--- config.mk ---
export PLATFORM = sky130hd
export DESIGN_NAME = mem_access
export DESIGN_NICKNAME = d
export VERILOG_FILES = /design/src/rtl/mem_access.sv
export SDC_FILE = /design/constraint.sdc
export NUM_CORES = 1
export LEC_CHECK = 0
export ABC_AREA = 1
export CORE_MARGIN = 8
export CORE_UTILIZATION = 40
export DETAILED_ROUTE_END_ITERATION = 7
export GPL_TIMING_DRIVEN = 0
export PLACE_DENSITY = 0.8
export REMOVE_ABC_BUFFERS = 1
export SYNTH_ARGS = -nofsm -noshare
export SYNTH_HDL_FRONTEND = slang
export SYNTH_SLANG_ARGS = --single-unit
--- constraint.sdc ---
create_clock -name clk_i -period 1.95 [get_ports clk_i]
set_input_delay 0.2925 -clock clk_i [delete_from_list [all_inputs] [get_ports clk_i]]
set_output_delay 0.2925 -clock clk_i [all_outputs]
set_load 0.05 [all_outputs]
--- src/rtl/mem_access.sv ---
// Memory stage: registers execute results, issues aligned data-memory requests, merges load data.
// Optional MISALIGN_TRAP_EN: trap misaligned H/W accesses instead of forcing natural alignment.
module mem_access #(
    parameter int unsigned TIMEOUT_CYCLES = 16
) (
    input  logic        clk_i,
    input  logic        rst_i,
    input  logic        ex_valid_i,
    output logic        ex_ready_o,
    input  logic [4:0]  ex_wa_i,
    input  logic        ex_we_i,
    input  logic [31:0] ex_result_i,
    input  logic [31:0] ex_store_data_i,
    input  logic        ex_load_i,
    input  logic        ex_store_i,
    input  logic [2:0]  ex_funct3_i,
    output logic        dmem_req_o,
    output logic [3:0]  dmem_we_o,
    output logic [31:0] dmem_addr_o,
    output logic [31:0] dmem_wdata_o,
    input  logic [31:0] dmem_rdata_i,
    input  logic        dmem_rvalid_i,
    output logic        wb_valid_o,
    output logic [4:0]  wa_o,
    output logic        we_o,
    output logic [31:0] wdata_o,
    output logic        dmemen_o,
    output logic [3:0]  dmemwe_o,
    output logic [3:0]  LD_sel_o,
    output logic [31:0] dmemdata_o,
    output logic        buserr_o,
    output logic        misalign_o
);

    localparam logic [1:0] ST_IDLE  = 2'b00;
    localparam logic [1:0] ST_WAIT  = 2'b01;
    localparam logic [7:0] CNT_LAST = 8'(TIMEOUT_CYCLES - 1);

    logic [1:0]  state_q;
    logic [7:0]  cnt_q;

    // Request side
    logic        req_q;
    logic [3:0]  dmem_we_q;
    logic [31:0] dmem_addr_q;
    logic [31:0] dmem_wdata_q;

    // Pending access context held across WAIT
    logic [4:0]  rec_wa_q;
    logic        rec_we_q;
    logic        load_q;
    logic        signed_q;
    logic [1:0]  size_q;
    logic [1:0]  lane_q;
    logic [31:0] result_q;

    // Writeback record
    logic        wb_valid_q;
    logic [4:0]  wa_q;
    logic        we_q;
    logic [31:0] wdata_q;
    logic        dmemen_q;
    logic [3:0]  dmemwe_q;
    logic [3:0]  ld_sel_q;
    logic [31:0] dmemdata_q;
    logic        buserr_q;
    logic        misalign_q;

    logic        is_mem;
    logic        is_load;
    logic        trap;
    logic [1:0]  size;
    logic [1:0]  lane;
    logic [3:0]  be;
    logic [31:0] wrep;
    logic [15:0] lane_half;
    logic [31:0] load_ext;
    logic        timeout;

    assign is_mem  = ex_load_i | ex_store_i;
    assign is_load = ex_load_i & ~ex_store_i;
    assign timeout = (cnt_q == CNT_LAST);

    always_comb begin
        size = ex_funct3_i[1] ? 2'b10 : {1'b0, ex_funct3_i[0]};
        lane = ex_result_i[1:0];
        if (size == 2'b01) begin
            lane[0] = 1'b0;
        end else if (size == 2'b10) begin
            lane = 2'b00;
        end
        case (size)
            2'b00: begin
                be   = 4'b0001 << lane;
                wrep = {4{ex_store_data_i[7:0]}};
            end
            2'b01: begin
                be   = 4'b0011 << lane;
                wrep = {2{ex_store_data_i[15:0]}};
            end
            default: begin
                be   = 4'b1111;
                wrep = ex_store_data_i;
            end
        endcase
    end

`ifdef MISALIGN_TRAP_EN
    assign trap = is_mem && (((size == 2'b01) && ex_result_i[0]) ||
                             ((size == 2'b10) && (ex_result_i[1:0] != 2'b00)));
`else
    assign trap = 1'b0;
`endif

    always_comb begin
        case (lane_q)
            2'd0:    lane_half = dmem_rdata_i[15:0];
            2'd1:    lane_half = dmem_rdata_i[23:8];
            2'd2:    lane_half = dmem_rdata_i[31:16];
            default: lane_half = {8'h00, dmem_rdata_i[31:24]};
        endcase
        case (size_q)
            2'b00:   load_ext = {{24{signed_q & lane_half[7]}}, lane_half[7:0]};
            2'b01:   load_ext = {{16{signed_q & lane_half[15]}}, lane_half};
            default: load_ext = dmem_rdata_i;
        endcase
    end

    always_ff @(posedge clk_i) begin
        if (rst_i) begin
            state_q      <= ST_IDLE;
            cnt_q        <= '0;
            req_q        <= 1'b0;
            dmem_we_q    <= '0;
            dmem_addr_q  <= '0;
            dmem_wdata_q <= '0;
            rec_wa_q     <= '0;
            rec_we_q     <= 1'b0;
            load_q       <= 1'b0;
            signed_q     <= 1'b0;
            size_q       <= '0;
            lane_q       <= '0;
            result_q     <= '0;
            wb_valid_q   <= 1'b0;
            wa_q         <= '0;
            we_q         <= 1'b0;
            wdata_q      <= '0;
            dmemen_q     <= 1'b0;
            dmemwe_q     <= '0;
            ld_sel_q     <= '0;
            dmemdata_q   <= '0;
            buserr_q     <= 1'b0;
            misalign_q   <= 1'b0;
        end else begin
            wb_valid_q <= 1'b0;
            buserr_q   <= 1'b0;
            misalign_q <= 1'b0;
            req_q      <= 1'b0;
            case (state_q)
                ST_IDLE: begin
                    if (ex_valid_i) begin
                        if (!is_mem || trap) begin
                            wb_valid_q <= 1'b1;
                            wa_q       <= ex_wa_i;
                            we_q       <= ex_we_i & ~trap;
                            wdata_q    <= ex_result_i;
                            dmemen_q   <= 1'b0;
                            dmemwe_q   <= '0;
                            ld_sel_q   <= '0;
                            dmemdata_q <= '0;
                            misalign_q <= trap;
                        end else begin
                            req_q        <= 1'b1;
                            dmem_addr_q  <= {ex_result_i[31:2], 2'b00};
                            dmem_we_q    <= is_load ? 4'b0000 : be;
                            dmem_wdata_q <= wrep;
                            rec_wa_q     <= ex_wa_i;
                            rec_we_q     <= is_load & ex_we_i & (ex_wa_i != 5'd0);
                            load_q       <= is_load;
                            signed_q     <= ~ex_funct3_i[2] & ~ex_funct3_i[1];
                            size_q       <= size;
                            lane_q       <= lane;
                            result_q     <= ex_result_i;
                            cnt_q        <= '0;
                            state_q      <= ST_WAIT;
                        end
                    end
                end
                ST_WAIT: begin
                    // A response in the timeout cycle still completes normally.
                    if (dmem_rvalid_i || timeout) begin
                        state_q    <= ST_IDLE;
                        wb_valid_q <= 1'b1;
                        wa_q       <= rec_wa_q;
                        we_q       <= dmem_rvalid_i & rec_we_q;
                        buserr_q   <= ~dmem_rvalid_i;
                        dmemen_q   <= 1'b1;
                        dmemwe_q   <= dmem_we_q;
                        dmemdata_q <= dmem_wdata_q;
                        ld_sel_q   <= load_q ? {size_q, signed_q, 1'b1} : 4'b0000;
                        if (!load_q) begin
                            wdata_q <= result_q;
                        end else if (dmem_rvalid_i) begin
                            wdata_q <= load_ext;
                        end else begin
                            wdata_q <= '0;
                        end
                    end else begin
                        cnt_q <= cnt_q + 8'd1;
                    end
                end
                default: state_q <= ST_IDLE;
            endcase
        end
    end

    assign ex_ready_o   = (state_q == ST_IDLE);
    assign dmem_req_o   = req_q;
    assign dmem_we_o    = dmem_we_q;
    assign dmem_addr_o  = dmem_addr_q;
    assign dmem_wdata_o = dmem_wdata_q;
    assign wb_valid_o   = wb_valid_q;
    assign wa_o         = wa_q;
    assign we_o         = we_q;
    assign wdata_o      = wdata_q;
    assign dmemen_o     = dmemen_q;
    assign dmemwe_o     = dmemwe_q;
    assign LD_sel_o     = ld_sel_q;
    assign dmemdata_o   = dmemdata_q;
    assign buserr_o     = buserr_q;
    assign misalign_o   = misalign_q;

endmodule
==> impl_metrics.tcl <==
set metrics [dict create \
    root_buffer "clkbuf_16" \
    slew_headroom_pct 17.1 \
    min_period_ns 1.92 \
    setup-violations-final 0 \
    coreArea_um2 19500 \
    status "finished, final reports clean" \
    worst_pin_slew_ns 1.24 \
    final_cell_mix "nand2_1 (359), clkdlybuf4s50_1 (222), dfxtp_1 (165)" \
    clock_sinks 171 \
    ant_nets 0 \
    yosys_warnings 0 \
    path_delay_family "buffers and inverters" \
    synthesis.area_um2 7940 \
    dp_hpwl_um 19800 \
    area_delta_synth_final_pct 46.4 \
    ys_seq_elements 171 \
    gp_congestion 0.891 \
    cts_buffers 17 \
    min_path_type "in -> reg" \
    critPathArrivalTime_ns 1.62 \
    drtIter0Drc 662 \
    p_per_area_nw_per_um2 805 \
    leakagePower_nw 5.21 \
    critPathRequiredTime_ns 1.66 \
    grt_antenna_before_repair 2 \
    register_area_um2 3430 \
    wl_per_cell_um 18.4 \
    viasPerCell 5.19 \
    crit_type "reg -> out" \
    clock_skew_ns 0.00892 \
    nFillCells 1735 \
    ios 263 \
    ir_drop_uv 652 \
    wl_um 30500 \
    layout-drive-gt1-share_pct 8.05 \
    clock_latency_ns 0.43 \
    critPathBufInv 1 \
    report.final.slew_viol_count 0 \
    slowest_stage "clkdlybuf4s50_1" \
    yosysSeqAreaShare_pct 43.1 \
    drc 0 \
    cp_max_fo 3 \
    hold_viol 0 \
    rows 51 \
    nets 1490 \
    cp-end-kind "output pin" \
    final_common_cell "nand2_1" \
    ys_types 34 \
    dr.pass1.iters 5 \
    cts_buffer_depth 2 \
    portBuffers 259 \
    fmax_mhz 522 \
    drv_cap 0 \
    multi_input_area_um2 3820 \
    grt_pass1_wl_um 45200 \
    die_area_um2 24600 \
    post-route-period-util_pct 98.3 \
    grt_max_degree 42 \
    cp-start-kind "register" \
    initial_core_util_pct 40.8 \
    die_w_um 157 \
    grt_pass1_vias 8232 \
    critPathMaxStageDelay_ns 0.83 \
    syn-instance-count 1158 \
    power.total_mw 9.35 \
    tns_ns 0 \
    grt_overflow 0 \
    vias 8606 \
    syn_avg_cell_area_um2 6.85 \
    htreeDepth 4 \
    crit_chain "clkdlybuf4s50_1" \
    clk_pin_slew_ns 0.07 \
    grt_use_total_pct 23.7 \
    cts_tree "yes" \
    dieHeight_um 157 \
]
power breakdown:
part / switching [mW] / total, mW / internal (mW)
clock: 1.66 / 3.49 / 1.84
combinational: 1.33 / 2.08 / 0.744
sequential: 0.117 / 3.78 / 3.66
total: 3.11 / 9.35 / 6.24
worst reg2reg max path: stages (launching register included):
cell and delay, ns:
dfxtp_4 0.38, buf_12 0.19, nor2_4 0.22, buf_4 0.15, nand2_2 0.14, nand2_8 0.13
nor2_4 0.04, buf_12 0.17, clkbuf_16 0.19, nand2_1 0.08, o31ai_1 0.06
worst paths after layout:
| kind | endpoint | cells past startpoint | slack (ns) | from |
|---|---|---|---|---|
| setup reg to reg | dmemdata_o[30] | 10 | 0.07 | state_q[0] |
| hold / removal | state_q[0] | 2 | 0.39 | rst_i |
| setup / recovery | dmem_addr_o[30] | 1 | 0.03 | result_q[30] |
| hold reg to reg | wdata_o[3] | 2 | 0.45 | wdata_o[3] |
routing by layer:
| layer | wire length (um) | global-route usage (%) | vias to the layer above |
|---|---|---|---|
| met3 | 2620 | 6.34 | 59 |
| li1 | - | - | 4193 |
| met5 | 15 | 0 | - |
| met4 | 1060 | 10.3 | 2 |
| met1 | 12400 | 28.5 | 3965 |
| met2 | 14400 | 39.0 | 387 |
logic make-up after synthesis:
| kind of cell | after synthesis | share of synthesized area (%) |
|---|---|---|
| AOI/OAI and AO/OA | 210 | 15.3 |
| xor gates and xnor gates | 3 | 0.331 |
| adders and majority gates | 1 | 0.158 |
| buffers and inverters | 187 | 11.0 |
| DFF | 171 | 43.1 |
| muxes | 1 | 0.126 |
| other | 1 | 0.0473 |
| and+or+nand+nor | 584 | 29.9 |
area by class of cell:
class / instances / share of cell area [%]
Antenna cell: 3 / 0.0646
Tap cell: 265 / 2.85
Inverter: 86 / 2.88
Timing Repair Buffer: 292 / 26.4
Clock inverter: 15 / 1.50
Multi-Input combinational cell: 807 / 32.9
Clock buffer: 17 / 3.66
Timing Repair inverter: 3 / 0.172
Sequential cell: 171 / 29.6
Yosys cell counts:
cell type / instances / share of area [%]
a211oi_1: 1 / 0.095
a21boi_0: 3 / 0.28
a21boi_1: 1 / 0.095
a21oi_1: 76 / 4.8
buf_1: 7 / 0.33
buf_2: 17 / 1.1
buf_4: 35 / 3.3
buf_6: 2 / 0.28
clkbuf_1: 40 / 1.9
clkinv_1: 1 / 0.047
conb_1: 1 / 0.047
dfxtp_1: 171 / 43
ha_1: 1 / 0.16
inv_1: 79 / 3.7
inv_2: 6 / 0.28
mux2i_1: 1 / 0.13
nand2_1: 363 / 17
nand2_2: 5 / 0.39
nand3_1: 80 / 5.0
nand3_2: 3 / 0.38
nand4_1: 9 / 0.71
nor2_1: 112 / 5.3
nor2_2: 4 / 0.32
nor2_4: 1 / 0.14
nor3_1: 6 / 0.38
o211ai_1: 7 / 0.66
o21ai_0: 49 / 3.1
o21ai_1: 7 / 0.44
o22ai_1: 27 / 2.1
o31ai_1: 36 / 3.4
o32ai_1: 3 / 0.33
or2_1: 1 / 0.079
xnor2_1: 1 / 0.11
xor2_1: 2 / 0.22
state kept, by name (all words and copies together), names as in the netlist:
signal        count
LD_sel_o          4
buserr_o          1
cnt_q             8
dmem_req_o        1
dmem_wdata_o     32
dmem_we_o         4
dmemdata_o       32
dmemen_o          1
dmemwe_o          4
lane_q            2
load_q            1
rec_wa_q          5
rec_we_q          1
result_q         32
signed_q          1
size_q            2
state_q           1
wa_o              5
wb_valid_o        1
wdata_o          32
we_o              1
stage by stage:
| stage | utilization (%) | instances | area, um2 | hold slack (ns) | setup slack [ns] |
|---|---|---|---|---|---|
| after global routing | 59.7 | 1657 | 11600 | 0.435 | -0.00479 |
| final | 59.7 | 1659 | 11600 | 0.394 | 0.0332 |
| after global placement | 53.0 | 1583 | 10300 | 0.436 | -5.24 |
| after floorplan | - | 1059 | 7400 | 0.362 | -2.05 |
| after CTS | 58.1 | 1636 | 11300 | 0.382 | 0.00258 |
| after detailed placement | 53.8 | 1589 | 10500 | 0.438 | -1.24 |
timing repair:
item,CTS,global route
setup buffers,8,18
hold buffers,0,0
pin swaps,6,7
resized for setup,38,36
gates cloned,7,2
setup endpoints to repair,173,126
(Power assumes the default switching activity.)
